[config.mk]
export PLATFORM = sky130hd
export DESIGN_NAME = sram_phy_arbiter
export DESIGN_NICKNAME = d
export VERILOG_FILES = /design/src/rtl/sram_ctrl_pkg.sv /design/src/rtl/rr_arb2.sv /design/src/rtl/sram_phy_arbiter.sv
export SDC_FILE = /design/constraint.sdc
export NUM_CORES = 1
export LEC_CHECK = 0
export BUFFER_PORTS_ARGS = -buffer_cell sky130_fd_sc_hd__buf_2
export CAP_MARGIN = 20
export CELL_PAD_IN_SITES_DETAIL_PLACEMENT = 0
export CELL_PAD_IN_SITES_GLOBAL_PLACEMENT = 1
export CORE_MARGIN = 2
export CORE_UTILIZATION = 28
export CTS_CLUSTER_SIZE = 28
export DETAILED_ROUTE_END_ITERATION = 6
export PLACE_DENSITY_LB_ADDON = 0.05
export SLEW_MARGIN = 10
export SYNTH_ARGS = -nofsm -noshare
export SYNTH_HDL_FRONTEND = slang
export SYNTH_SLANG_ARGS = --single-unit
[constraint.sdc]
create_clock -name clk -period 2.3 [get_ports clk]
set_input_delay 0.23 -clock clk [delete_from_list [all_inputs] [get_ports clk]]
set_output_delay 0.23 -clock clk [all_outputs]
set_load 0.01 [all_outputs]
[src/rtl/sram_ctrl_pkg.sv]
// Shared constants and FSM encoding for the two-requester SRAM controller.
package sram_ctrl_pkg;

    localparam int NUM_REQ   = 2;
    localparam int READ_LAT  = 3;   // accept cycle -> rsp_valid cycle
    localparam int WRITE_LAT = 3;

    typedef enum logic [2:0] {
        IDLE,
        RD0,
        RD1,
        RD_DONE,
        WR_SETUP,
        WR_PULSE,
        WR_HOLD
    } state_t;

endpackage

[src/rtl/rr_arb2.sv]
// Two-way round-robin grant: the requester named by ptr has priority.
module rr_arb2 (
    input  logic       ptr,
    input  logic [1:0] valid,
    output logic [1:0] gnt
);

    // Priority requester wins when valid, otherwise fall back to the other one.
    always_comb begin
        gnt = 2'b00;
        if (valid[ptr])
            gnt[ptr] = 1'b1;
        else if (valid[~ptr])
            gnt[~ptr] = 1'b1;
    end

endmodule

[src/rtl/sram_phy_arbiter.sv]
// Arbitrates two requesters onto one asynchronous SRAM PHY. Each access
// takes four cycles (accept + three PHY cycles); the PHY address, byte
// enables and write data are registered at grant so they are stable for
// the whole time chip-enable is low.
module sram_phy_arbiter
    import sram_ctrl_pkg::*;
#(
    parameter int W_ADDR = 18,
    parameter int W_DATA = 16
) (
    input  logic                        clk,
    input  logic                        rst,
    input  logic [NUM_REQ-1:0]          req_valid,
    output logic [NUM_REQ-1:0]          req_ready,
    input  logic [NUM_REQ-1:0]          req_write,
    input  logic [NUM_REQ*W_ADDR-1:0]   req_addr,
    input  logic [NUM_REQ*W_DATA-1:0]   req_wdata,
    input  logic [NUM_REQ*W_DATA/8-1:0] req_byte_n,
    output logic [NUM_REQ-1:0]          rsp_valid,
    output logic [W_DATA-1:0]           rsp_rdata,
    output logic [W_ADDR-1:0]           phy_addr,
    output logic [W_DATA-1:0]           phy_dq_out,
    output logic [W_DATA-1:0]           phy_dq_oe,
    input  logic [W_DATA-1:0]           phy_dq_in,
    output logic                        phy_ce_n,
    output logic                        phy_we_n,
    output logic                        phy_oe_n,
    output logic [W_DATA/8-1:0]         phy_byte_n
);

    localparam int W_BE = W_DATA / 8;

    state_t              state, state_nxt;
    logic                ptr;
    logic [1:0]          gnt;
    logic                gnt_idx;
    logic                grant_now;
    logic [1:0]          owner;      // one-hot requester owning the access
    logic [W_BE-1:0]     byte_n_q;

    logic                sel_write;
    logic [W_ADDR-1:0]   sel_addr;
    logic [W_DATA-1:0]   sel_wdata;
    logic [W_BE-1:0]     sel_byte_n;

    rr_arb2 u_arb (
        .ptr   (ptr),
        .valid (req_valid),
        .gnt   (gnt)
    );

    assign gnt_idx   = gnt[1];
    assign grant_now = (state == IDLE) && (gnt != 2'b00) && !rst;

    // Select the granted requester's request fields.
    always_comb begin
        sel_write  = gnt_idx ? req_write[1] : req_write[0];
        sel_addr   = gnt_idx ? req_addr[2*W_ADDR-1:W_ADDR] : req_addr[W_ADDR-1:0];
        sel_wdata  = gnt_idx ? req_wdata[2*W_DATA-1:W_DATA] : req_wdata[W_DATA-1:0];
        sel_byte_n = gnt_idx ? req_byte_n[2*W_BE-1:W_BE] : req_byte_n[W_BE-1:0];
    end

    // Next-state and accept strobe; ready is only ever raised in IDLE.
    always_comb begin
        state_nxt = state;
        req_ready = '0;
        case (state)
            IDLE: begin
                if (grant_now) begin
                    req_ready = gnt;
                    state_nxt = sel_write ? WR_SETUP : RD0;
                end
            end
            RD0:      state_nxt = RD1;
            RD1:      state_nxt = RD_DONE;
            RD_DONE:  state_nxt = IDLE;
            WR_SETUP: state_nxt = WR_PULSE;
            WR_PULSE: state_nxt = WR_HOLD;
            WR_HOLD:  state_nxt = IDLE;
            default:  state_nxt = IDLE;
        endcase
    end

    // State register and round-robin pointer (points at the loser after a grant).
    always_ff @(posedge clk) begin
        if (rst) begin
            state <= IDLE;
            ptr   <= 1'b0;
            owner <= 2'b00;
        end else begin
            state <= state_nxt;
            if (grant_now) begin
                ptr   <= ~gnt_idx;
                owner <= gnt;
            end
        end
    end

    // Request latch feeding the PHY, plus read-data capture at the end of RD1.
    always_ff @(posedge clk) begin
        if (rst) begin
            phy_addr   <= '0;
            phy_dq_out <= '0;
            byte_n_q   <= '1;
            rsp_rdata  <= '0;
        end else begin
            if (grant_now) begin
                phy_addr   <= sel_addr;
                phy_dq_out <= sel_wdata;
                byte_n_q   <= sel_byte_n;
            end
            if (state == RD1)
                rsp_rdata <= phy_dq_in;
        end
    end

    // PHY strobes and completion pulse decoded from state; idle by default.
    always_comb begin
        phy_ce_n   = 1'b1;
        phy_oe_n   = 1'b1;
        phy_we_n   = 1'b1;
        phy_dq_oe  = '0;
        phy_byte_n = '1;
        rsp_valid  = '0;
        case (state)
            RD0, RD1: begin
                phy_ce_n   = 1'b0;
                phy_oe_n   = 1'b0;
                phy_byte_n = byte_n_q;
            end
            RD_DONE: rsp_valid = owner;
            WR_SETUP: begin
                phy_ce_n   = 1'b0;
                phy_dq_oe  = '1;
                phy_byte_n = byte_n_q;
            end
            WR_PULSE: begin
                phy_ce_n   = 1'b0;
                phy_we_n   = 1'b0;
                phy_dq_oe  = '1;
                phy_byte_n = byte_n_q;
            end
            WR_HOLD: begin
                phy_ce_n   = 1'b0;
                phy_dq_oe  = '1;
                phy_byte_n = byte_n_q;
                rsp_valid  = owner;
            end
            default: ;
        endcase
    end

endmodule
==> results.cfg <==
[run_status]
status = finished, final reports clean

[clock_tree]
cts_hold_buf = 0
cts_resized = 0
cts_tree = built
cts_sinks = 58
htree_levels = 3
numCtsBuffers = 9
clk_latency_ps = 330
root_buffer = clkbuf_8
clk_pin_slew_ps = 70
clock_path_buffers = 2
postCtsSetupBuffers = 0

[yosys]
syn_nets = 393
synth-seq-area-share = 0.4605
avgSynthCellArea_um2 = 8.432
synthDistinctLibCells = 29
synth_seq_cells = 58
synth.cell_area_mm2 = 0.002521
ys_warn_count = 0
synthCells = 299

[detailed_routing]
vias = 2591
wire_per_inst_um = 13.63
routed_wl_mm = 7.619
drt.antenna.violating_nets = 0
vias_per_cell = 4.635
first_iter_violations = 57
drc = 0
dr.pass1.iters = 4

[timing]
period_minus_slack_ps = 2016
fin_skew_ps = 11.79
hold_slack_ps = 126.5
drv_slew = 0
tns_ps = 0
tightest_slew_ps = 682.1
period_share = 0.8766
hold_viol = 0
fin_ws_ps = 283.7
clock.fmax_mhz = 496.0
relSlewSlack = 0.5452
setup_violations = 0
rsz0062_at_grt = no

[pwr]
power.total_mw = 3.016
power.density_mw_per_mm2 = 846.1
p_leak_nw = 1.673
peakVddDrop_mv = 0.2805

[global_routing]
antenna_found_initial = 0
grt_pass1_vias = 2394
overflow = 0
track_usage = 0.1545
grt_pass1_wl_mm = 12.12
grt_start_max_net_pins = 58

[critical_path]
r2r_start = state[2]
path_class = register to primary output
max_stage_delay_ps = 450
start_kind = register
r2r_end = ptr
crit_fanout = 13
arrival_ps = 1790
cp.required_ps = 2070
reg2reg_slack_ps = 630
crit_chain = nor4_4 -> buf_4 -> o21ai_0 -> nor2_1 -> buf_2
cp-end-kind = primary output
setup.worst_path.start = state[2]
slowest_stage = dfxtp_1
r2r_cells = 5

[finish]
nNetsFinal = 540
synthToLayoutAreaGrowth_pct = 41.39
fillers = 931
layout_common_cells = 168 x buf_2, 58 x dfxtp_1, 42 x nand2_1
final_common_cell = buf_2
drive_gt1_frac = 0.4435
insertedDiodeCount = 0

[worst_hold_path]
hold_class = input pin to register
holdCritStartpoint = phy_dq_in[11]
min_to = rsp_rdata[11]
whs_path_depth = 3

[place]
io_buffers = 168
gp_congestion = 0.7058
dp_slack_ps = 625.3
hpwl_mm = 5.383

[die]
dieArea_mm2 = 0.009779
rows = 34
die_h_um = 98.89
die_w_um = 98.89
num_io_pins = 169
fp.coreArea_mm2 = 0.008721
initial_core_util = 0.2891

[run]
max_cap_viol_count = 0
layout make-up:
class | count | area [um2] | share of cell area
Multi-Input combinational cell | 198 | 1124 | 0.3152
Timing Repair Buffer | 177 | 908.4 | 0.2548
Clock buffer | 12 | 155.1 | 0.04352
Tap cell | 108 | 135.1 | 0.03791
Sequential cell | 58 | 1161 | 0.3257
Clock inverter | 4 | 73.82 | 0.02071
Inverter | 2 | 7.507 | 0.002106
Yosys cell counts (all sizes together):
cell	instances	area, um2
dfxtp	58	1161
nand2	42	157.7
nor2	38	142.6
a211oi	34	290.3
o22ai	34	212.7
buf	23	161.4
a21oi	20	100.1
clkbuf	18	67.56
nand2b	5	31.28
o21a	4	30.03
and2	3	18.77
nor3	3	15.01
a31oi	2	12.51
and3	2	12.51
inv	2	7.510
nor4	2	27.53
a2111oi	1	8.760
a21boi	1	7.510
a21o	1	7.510
a32oi	1	8.760
mux2i	1	10.01
nand3b	1	7.510
o21ai	1	5.000
o31a	1	8.760
xor2	1	8.760
critical path, delay by kind of cell (launching register included):
kind / cells / cell delay (ps)
simple gates: 2 / 460
buf+inv: 2 / 410
compound gates: 1 / 140
flops: 1 / 450
layer usage:
| metal | part of all wire | up-vias | global-route usage |
|---|---|---|---|
| met3 | 0.077 | 7 | 0.05177 |
| met1 | 0.47 | 1134 | 0.2058 |
| li1 | - | 1352 | - |
| met5 | 0 | - | 0 |
| met2 | 0.44 | 98 | 0.2323 |
| met4 | 0.013 | 0 | 0.05690 |
logic make-up (layout without fill, tap and decap cells):
group / Yosys count / count (layout) / share of synthesized area
flops: 58 / 58 / 0.4605
simple gates: 96 / 96 / 0.1638
xor+xnor: 1 / 1 / 0.003475
buf+inv: 43 / 195 / 0.09379
mux: 1 / 1 / 0.003970
compound gates: 100 / 100 / 0.2744
sequential cells by signal, indices dropped and copies added, names as in the netlist:
| signal | flops |
|---|---|
| byte_n_q | 2 |
| owner | 2 |
| phy_addr | 18 |
| phy_dq_out | 16 |
| ptr | 1 |
| rsp_rdata | 16 |
| state | 3 |
through the flow:
step           instance area (um2)  std cells  utilization
2_1_floorplan                 2521        299            -
3_3_place_gp                  3336        543       0.3825
3_5_place_dp                  3336        543       0.3825
4_1_cts                       3565        559       0.4088
5_1_grt                       3565        559       0.4088
6_report                      3565        559       0.4088
worst max-delay path by stage:
stage                     cells after the start            end  slack [ps]
after global placement                        5   req_ready[0]         650
after floorplan                               3  phy_dq_oe[10]         150
after detailed placement                      5   req_ready[0]         630
after CTS                                     5   req_ready[0]         250
after global routing                          5   req_ready[0]         120
final                                         5   req_ready[0]         280
where the power goes:
part / internal [mW] / switching (mW) / leakage, nW
sequential: 1.12 / 0.0748 / 0.476
clock: 0.670 / 0.414 / 0.117
combinational: 0.318 / 0.419 / 1.08
total: 2.11 / 0.907 / 1.67
(Power assumes the default switching activity.)
